--- src/rtl/instr_fetch.sv ---
// Instruction fetch stage for the non-pipelined RV32I core: PC, imem handshake, IR latch.
// Redirects are taken only when the held instruction is consumed; a misaligned target locks the stage.
module instr_fetch #(
    parameter logic [31:0] RESET_PC  = 32'h0000_0000,
    parameter logic [31:0] NOP_INSTR = 32'h0000_0013
) (
    input  logic        clk,
    input  logic        rst_n,
    output logic        imem_req,
    output logic [31:0] imem_addr,
    input  logic        imem_rvalid,
    input  logic [31:0] imem_rdata,
    output logic        ir_valid,
    input  logic        ir_ready,
    input  logic        pc_load,
    input  logic [31:0] pc_target,
    output logic [31:0] IR,
    output logic [31:0] pc_out,
    output logic [31:0] instr_count,
    output logic        fetch_fault
);

    typedef enum logic [1:0] {S_FETCH, S_HOLD, S_FAULT} state_t;

    state_t      r_state, w_next;
    logic [31:0] r_pc, r_ir, r_pc_out, r_count;
    logic        r_fault;
    logic        w_handshake, w_misaligned;

    assign w_handshake  = (r_state == S_HOLD) && ir_ready;
    assign w_misaligned = pc_load && (pc_target[1:0] != 2'b00);

    always_ff @(posedge clk or negedge rst_n) begin
        if (!rst_n) r_state <= S_FETCH;
        else        r_state <= w_next;
    end

    always_comb begin
        w_next = r_state;
        case (r_state)
            S_FETCH: if (imem_rvalid) w_next = S_HOLD;
            S_HOLD:  if (ir_ready)    w_next = w_misaligned ? S_FAULT : S_FETCH;
            S_FAULT: w_next = S_FAULT;
            default: w_next = S_FETCH;
        endcase
    end

    always_ff @(posedge clk or negedge rst_n) begin
        if (!rst_n) begin
            r_pc     <= RESET_PC;
            r_ir     <= NOP_INSTR;
            r_pc_out <= RESET_PC;
            r_count  <= 32'd0;
            r_fault  <= 1'b0;
        end else begin
            if (r_state == S_FETCH && imem_rvalid) begin
                r_ir     <= imem_rdata;
                r_pc_out <= r_pc;
            end
            if (w_handshake) begin
                r_count <= r_count + 32'd1;
                if (!pc_load)          r_pc <= r_pc + 32'd4;
                else if (!w_misaligned) r_pc <= pc_target;
                // Faulting redirect leaves the PC alone and scrubs IR on the same edge
                if (w_misaligned) begin
                    r_fault <= 1'b1;
                    r_ir    <= NOP_INSTR;
                end
            end
            if (r_state == S_FAULT) r_ir <= NOP_INSTR;
        end
    end

    // Gated by rst_n so the request drops immediately on reset assertion
    assign imem_req    = rst_n && (r_state == S_FETCH);
    assign imem_addr   = r_pc;
    assign ir_valid    = (r_state == S_HOLD);
    assign IR          = r_ir;
    assign pc_out      = r_pc_out;
    assign instr_count = r_count;
    assign fetch_fault = r_fault;

endmodule
--- config.mk ---
export PLATFORM = sky130hd
export DESIGN_NAME = instr_fetch
export DESIGN_NICKNAME = d
export VERILOG_FILES = /design/src/rtl/instr_fetch.sv
export SDC_FILE = /design/constraint.sdc
export NUM_CORES = 1
export LEC_CHECK = 0
export ABC_AREA = 1
export BUFFER_PORTS_ARGS = -buffer_cell sky130_fd_sc_hd__buf_2
export CORE_MARGIN = 5
export CORE_UTILIZATION = 55
export DETAILED_ROUTE_END_ITERATION = 7
export PLACE_DENSITY = 0.84
export SYNTH_ARGS = -nofsm -noshare
export SYNTH_HDL_FRONTEND = slang
export SYNTH_SLANG_ARGS = --single-unit
--- constraint.sdc ---
create_clock -name clk -period 4.1 [get_ports clk]
set_input_delay 0.615 -clock clk [delete_from_list [all_inputs] [get_ports clk]]
set_output_delay 0.615 -clock clk [all_outputs]
set_load 0.1 [all_outputs]
==> flow_summary.json, run 1 <==
{
  "wl_um": 19600,
  "dieWidth_um": 121,
  "grt_max_degree": 71,
  "clk_path_buf_depth": 2,
  "fp-row-count": 40,
  "dpl.hpwl_um": 14300,
  "synth_warnings": 0,
  "place_congestion": 0.976,
  "seqCellArea_um2": 3280,
  "grt_usage_pct": 26.8,
  "cp-startpoint": "r_state[1]",
  "fmax_mhz": 412,
  "cts_tree": "done",
  "clk_pin_slew_worst_paths_ns": 0.06,
  "die_height_um": 121,
  "hp-class": "input port to async pin",
  "dr.pass1.iters": 5,
  "drc": 0,
  "rsz0062_at_grt": "false",
  "synth_cell_types": 37,
  "postCtsSetupBuffers": 0,
  "synth_seq_cells": 131,
  "finalHoldViolCount": 0,
  "drtIter0Drc": 577,
  "grt_pass1_wl_um": 30800,
  "clockRootBuffer": "clkbuf_16",
  "cap_violations": 0,
  "n_fill_cell": 1005,
  "numCtsBuffers": 17,
  "cp-end-kind": "register",
  "drive_gt1_share_pct": 23.2,
  "tns_ns": 0,
  "clock_latency_ns": 0.43,
  "worst_ep_required_time_ns": 4.44,
  "final_common_cell": "nand2_1",
  "viasPerCell": 5.34,
  "multi_input_area_um2": 3060,
  "start_util_pct": 56.2,
  "cp-start-kind": "register",
  "rr_startpoint": "r_state[1]",
  "htree_levels": 4,
  "cp_cell_sequence": "inv_1 > nand3_4 > inv_2 > nand2_2 > inv_2 > o21ai_0 > a22oi_1",
  "vias": 6742,
  "nNetsFinal": 1173,
  "synth-async-reset-ratio_pct": 100,
  "rrSetupSlack_ns": 1.67,
  "cp.arrival_ns": 2.76,
  "maxSlewViolCount": 0,
  "numPortBuffers": 199,
  "cpPeakStageDelay_ns": 0.49,
  "setup_violations": 0,
  "holdBufCountCts": 0,
  "post_cts_resized": 0,
  "antenna_found_initial": 0,
  "die-area_um2": 14600,
  "grt_pass1_vias": 6132,
  "antenna_cells": 0,
  "tightestPinTransition_ns": 1.10,
  "period_minus_slack_ns": 2.43,
  "status": "finished clean",
  "synthesis.nets": 982,
  "drtAntennaViolNets": 0,
  "routedWlPerCell_um": 15.6,
  "synth_ff_type": "dfrtp_1",
  "clock_sinks": 131,
  "fin_crit_sh_pct": 59.2,
  "synth.avg_cell_area_um2": 7.42,
  "globalRouteOverflowTotal": 0,
  "cp_slowest_cell": "nand2_2",
  "critPathMaxFanout": 42,
  "core_area_um2": 12000,
  "io_pins": 200,
  "syn_area_um2": 6760,
  "syn_to_final_growth_pct": 25.7,
  "cpMostUsedCell": "inv_2",
  "reg2reg_depth": 7,
  "fin_skew_ns": 0.00970,
  "ys_seq_area_share_pct": 48.6,
  "critPathKind": "register to register",
  "syn_inst": 911,
  "layout_common_cells": "nand2_1 (272), buf_2 (198), nor2_1 (158), dfrtp_1 (128), inv_1 (67)",
  "maxSlewHeadroom_pct": 26.7,
  "synth-edff-count": 0
}
flip-flops by register name, indices dropped and copies added (netlist names):
signal and flops:
instr_count 32, IR 32, fetch_fault 1, imem_addr 32, r_state 2, pc_out 32
synth_stat cells (all sizes together), types with 2 or more instances:
cell type | instances | share of area, %
nand3 | 52 | 4.2
xnor2 | 10 | 1.3
nand4 | 3 | 0.28
buf | 15 | 1.2
nand2 | 276 | 15
dfstp | 3 | 1.2
clkbuf | 19 | 1.1
nor4 | 2 | 0.19
a21oi | 41 | 3.0
inv | 69 | 3.8
nand3b | 4 | 0.44
o21ai | 67 | 5.0
ha | 2 | 0.37
nor3b | 2 | 0.30
nor2 | 164 | 9.8
nor3 | 32 | 2.4
xor2 | 12 | 1.6
o22ai | 4 | 0.37
dfrtp | 128 | 47
area by class of cell:
cell class | instances | share of cell area, %
Timing Repair Buffer | 206 | 12.4
Clock buffer | 17 | 5.01
Inverter | 69 | 3.05
Clock inverter | 15 | 2.70
Sequential cell | 131 | 38.6
Multi-Input combinational cell | 677 | 36.1
Tap cell | 147 | 2.17
final timing paths:
| path | to |
|---|---|
| min in group clk | r_state[0] |
| worst min-delay path | pc_out[6] |
| max in group asynchronous | pc_out[19] |
| worst max-delay path | imem_addr[4] |
| worst min register to register | pc_out[29] |
| worst max register to register | imem_addr[4] |
logic make-up after synthesis:
| family | share of synthesized area [%] |
|---|---|
| multiplexers | 0.167 |
| AND/OR/NAND/NOR | 33.2 |
| flip-flops | 48.6 |
| XOR/XNOR | 2.85 |
| adder cells (fa/ha/maj) | 0.370 |
| buffers and inverters | 6.11 |
| AO/OA/AOI/OAI | 8.74 |
critical path: cells and delay by family, from the launching register on:
kind                   cells  cell delay (ns)
buffers and inverters      3             0.90
flip-flops                 1             0.40
AO/OA/AOI/OAI              2             0.33
AND/OR/NAND/NOR            2             0.71
metal layers:
metal	GRT usage [%]	vias up	wire [um]
li1	-	3288	-
met1	35.3	3093	8290
met2	43.1	309	9410
met3	5.19	52	1300
met4	11.7	0	634
met5	0	-	0
per-stage QoR:
stage          area (um^2)  utilization (%)  setup slack, ns  hold slack, ns  instances
4_1_cts               8490             70.7             1.68           0.129       1262
6_report              8490             70.7             1.67           0.124       1262
3_5_place_dp          7840             65.3             1.54           0.468       1230
5_1_grt               8490             70.7             1.44           0.153       1262
2_1_floorplan         6760                -            0.688           0.319        911
3_3_place_gp          7840             65.3             1.56           0.450       1230
Power of run 1 is not shown: default switching activity piles up to over one toggle a cycle in this logic, so the estimate is an artifact.
==> run 2, diff against run 1 <==
- CORE_UTILIZATION: 55 -> 52
- PLACE_DENSITY: 0.84 -> 0.8
- clock period: 4.1 -> 2.5 ns (I/O delays scaled with it)
==> run 2 against run 1 <==
Against the previous run: flip-flop and latch count unchanged; register-to-register slack worse by 1.2 ns; sequential share of layout area down 0.26 points; setup slack worse by 1.2 ns; core utilization down 3.2 points; highest routed layer unchanged; critical path depth up 2; count of clock-buffer cells in the layout up 10.
==> flow_summary.json, run 2 (same netlist as run 1, synthesis figures left out) <==
{
  "numCtsBuffers": 17,
  "vias": 6689,
  "grt_pass1_vias": 6212,
  "worst_ep_required_time_ns": 2.86,
  "rsz0062_at_grt": "false",
  "post_cts_resized": 0,
  "critPathKind": "register to register",
  "setup_violations": 0,
  "io_pins": 200,
  "cap_violations": 0,
  "maxSlewHeadroom_pct": 43.6,
  "layout_common_cells": "nand2_1 (272), buf_2 (198), nor2_1 (158), dfrtp_1 (128), inv_1 (67)",
  "syn_to_final_growth_pct": 26.6,
  "nNetsFinal": 1176,
  "clockRootBuffer": "clkbuf_16",
  "status": "finished clean",
  "globalRouteOverflowTotal": 0,
  "cpPeakStageDelay_ns": 0.40,
  "holdBufCountCts": 0,
  "clock_sinks": 131,
  "cp_slowest_cell": "dfrtp_1",
  "cp_cell_sequence": "inv_1 > nand3_4 > inv_2 > nand2_2 > inv_2 > o21ai_0 > nand2_1 > nand2_1 > inv_1",
  "final_common_cell": "nand2_1",
  "cp-end-kind": "register",
  "drive_gt1_share_pct": 23.0,
  "place_congestion": 0.963,
  "dr.pass1.iters": 5,
  "cp_top_family": "buffers and inverters",
  "drtIter0Drc": 517,
  "drtAntennaViolNets": 0,
  "antenna_found_initial": 0,
  "grt_max_degree": 132,
  "critPathMaxFanout": 19,
  "dieWidth_um": 124,
  "grt_pass1_wl_um": 30100,
  "die_height_um": 124,
  "dpl.hpwl_um": 14000,
  "die-area_um2": 15400,
  "routedWlPerCell_um": 14.8,
  "cp-start-kind": "register",
  "htree_levels": 4,
  "tightestPinTransition_ns": 0.847,
  "clock_latency_ns": 0.42,
  "core_area_um2": 12700,
  "finalHoldViolCount": 0,
  "maxSlewViolCount": 0,
  "cp.arrival_ns": 2.39,
  "wl_um": 19100,
  "period_minus_slack_ns": 2.03,
  "numPortBuffers": 199,
  "critical_path_buf_inv_count": 4,
  "cts_tree": "done",
  "antenna_cells": 0,
  "viasPerCell": 5.19,
  "clk_pin_slew_worst_paths_ns": 0.05,
  "grt_usage_pct": 25.2,
  "fin_crit_sh_pct": 81.2,
  "fp-row-count": 41,
  "fmax_mhz": 492,
  "postCtsSetupBuffers": 0,
  "clk_path_buf_depth": 2,
  "start_util_pct": 53.3,
  "hp-class": "input port to async pin",
  "fin_skew_ns": 0.00896,
  "drc": 0,
  "tns_ns": 0
}
## run 2: cell types whose count changed in the layout (fill, tap and decap cells not counted), sizes merged
cell and delta:
bufinv -2, clkinvlp -4, inv -3, clkbuf +10
clkinv -1, buf +3
## run 2: routing by layer
layer | part of all wire (%) | vias to the layer above | global-route usage [%]
met5 | 0 | - | 0
met2 | 48 | 281 | 42.0
met3 | 8.3 | 39 | 6.27
li1 | - | 3297 | -
met1 | 42 | 3072 | 32.2
met4 | 2.3 | 0 | 8.83
## run 2: through the flow
step                setup WS, ns  hold slack, ns  utilization, %  cell area, um^2  cells
CTS                        0.480           0.148            67.5             8550   1290
detailed placement         0.519           0.468            62.7             7950   1258
global route               0.260           0.173            67.5             8550   1290
global placement           0.587           0.461            62.7             7950   1258
finish                     0.469          0.0609            67.5             8550   1290
floorplan                  0.185          0.0794               -             6760    911
## run 2: worst paths after layout
path	startpoint	cells past startpoint	to	slack, ns
max	r_state[1]	9	imem_addr[17]	0.47
min	rst_n	2	instr_count[21]	0.06
max reg2reg	r_state[1]	9	imem_addr[17]	0.47
min reg2reg	pc_out[30]	2	pc_out[30]	0.47
max in group asynchronous	rst_n	2	pc_out[10]	1.89
min in group clk	imem_rdata[0]	3	IR[0]	0.21
## run 2: final cells by class
type | count | area (um^2)
inverters | 69 | 259
flip-flops and latches | 131 | 3280
repair buffers | 209 | 1120
multi-input cells | 677 | 3070
well taps | 172 | 215
clock buffers | 27 | 503
clock inverters | 5 | 100
fillers | 1098 | 4120
Power of run 2 is left out for the same reason.
==> run 3, diff against run 2 <==
- CORE_UTILIZATION: 52 -> 47
- PLACE_DENSITY: 0.8 -> 0.77
- clock period: 2.5 -> 1.8 ns (I/O delays scaled with it)
==> run 3 against run 2 <==
Against the previous run: flip-flop and latch count unchanged; maximum frequency up 23%; cell count grew 1.2%; critical path depth grew 1; setup slack got worse by 0.32 ns; worst hold slack gained 0.035 ns; routed wire length increased by 3.6%; core utilization shrank 5.0 points; die area up 9.8%; non-clock buffer count increased by 8; largest cell class unchanged; highest routed layer unchanged.
==> flow_summary.json, run 3 (same netlist as run 1, synthesis figures left out) <==
{
  "fmax_mhz": 605,
  "clock_sinks": 131,
  "grt_usage_pct": 23.8,
  "cp.arrival_ns": 1.96,
  "die_height_um": 130,
  "status": "finished clean",
  "final_common_cell": "nand2_1",
  "tightestPinTransition_ns": 0.756,
  "dpl.hpwl_um": 14600,
  "drtAntennaViolNets": 0,
  "routedWlPerCell_um": 15.1,
  "clk_path_buf_depth": 2,
  "hp-class": "input port to register",
  "rsz0062_at_grt": "false",
  "grt_max_degree": 54,
  "clock_latency_ns": 0.42,
  "fp-row-count": 43,
  "cts_tree": "done",
  "worst_ep_required_time_ns": 2.11,
  "antenna_cells": 0,
  "grt_pass1_wl_um": 31900,
  "critPathKind": "register to register",
  "postCtsSetupBuffers": 0,
  "nNetsFinal": 1184,
  "tns_ns": 0,
  "vias": 6662,
  "dieWidth_um": 130,
  "fin_crit_sh_pct": 91.9,
  "clk_pin_slew_worst_paths_ns": 0.06,
  "core_area_um2": 14000,
  "drc": 0,
  "dr.pass1.iters": 5,
  "setup_ws_ns": 0.147,
  "start_util_pct": 48.3,
  "viasPerCell": 5.10,
  "antenna_found_initial": 0,
  "cp-end-kind": "register",
  "io_pins": 200,
  "drtIter0Drc": 476,
  "critPathMaxFanout": 6,
  "cap_violations": 0,
  "numPortBuffers": 199,
  "clockRootBuffer": "clkbuf_16",
  "die-area_um2": 16900,
  "htree_levels": 4,
  "grt_pass1_vias": 6426,
  "place_congestion": 0.865,
  "drive_gt1_share_pct": 29.3,
  "n_fill_cell": 1247,
  "finalHoldViolCount": 0,
  "globalRouteOverflowTotal": 0,
  "maxSlewViolCount": 0,
  "syn_to_final_growth_pct": 29.3,
  "wl_um": 19700,
  "placedInstanceArea_um2": 8120,
  "dp_slack_ns": 0.0997,
  "fin_skew_ns": 0.00694,
  "final_cell_area_um2": 8740,
  "layout_common_cells": "nand2_1 (270), buf_2 (196), nor2_1 (156), dfrtp_1 (71), inv_1 (67)",
  "cp-start-kind": "register",
  "numCtsBuffers": 17,
  "period_minus_slack_ns": 1.65,
  "maxSlewHeadroom_pct": 49.6,
  "setup_violations": 0
}
## run 3: changes by cell type in the layout (fill, tap and decap cells not counted), moves of 3 or more
cell        previous run  this run
buf_4                  7        12
clkbuf_1               6         1
clkinv_2               2         6
clkinvlp_4             0         3
dfrtp_1              128        71
dfrtp_2                0        53
dfrtp_4                0         4
## run 3: final timing paths
kind / from / depth (start not counted) / to / slack, ns
hold / removal: imem_rdata[1] / 3 / IR[1] / 0.1
hold reg to reg: fetch_fault / 1 / fetch_fault / 0.47
min in group asynchronous: rst_n / 3 / pc_out[12] / 0.51
setup / recovery: imem_addr[3] / 10 / imem_addr[20] / 0.15
max in group asynchronous: rst_n / 3 / imem_addr[22] / 0.58
setup reg to reg: imem_addr[3] / 10 / imem_addr[20] / 0.15
## run 3: final cells by class
class	instances	area, um^2	area share, %
flip-flops and latches	131	3360	38.5
multi-input cells	677	3100	35.4
repair buffers	217	1220	13.9
clock buffers	23	498	5.70
inverters	69	260	2.98
well taps	180	225	2.58
clock inverters	9	77.6	0.888
## run 3: critical path, stage by stage (launching register included)
cell	delay, ns
dfrtp_4	0.44
ha_1	0.24
nand2_1	0.11
nor2_4	0.17
nand3_1	0.18
nor2_1	0.14
nand2_1	0.06
nand2_1	0.06
nand2_1	0.05
nand2_1	0.06
nand2_1	0.04
## run 3: layer usage
metal	up-vias	routed length, um	global-route usage [%]
met5	-	0	0
met4	0	404	8.99
met3	32	1350	4.30
met2	253	9530	39.1
met1	3070	8460	31.4
li1	3307	-	-
## run 3: timing repair
action                     CTS  global route
setup endpoints to repair    1            19
hold endpoints to repair    16             0
gates resized for setup      1             8
hold buffers                 2             0
## run 3: through the flow
stage / hold WS [ns] / cells / util, %
after floorplan: -0.0256 / 911 / -
after detailed placement: 0.135 / 1272 / 58.0
after global routing: 0.104 / 1306 / 62.5
after CTS: 0.0835 / 1306 / 62.3
after global placement: 0.135 / 1272 / 58.0
final: 0.0956 / 1306 / 62.5
Power of run 3 is left out for the same reason.
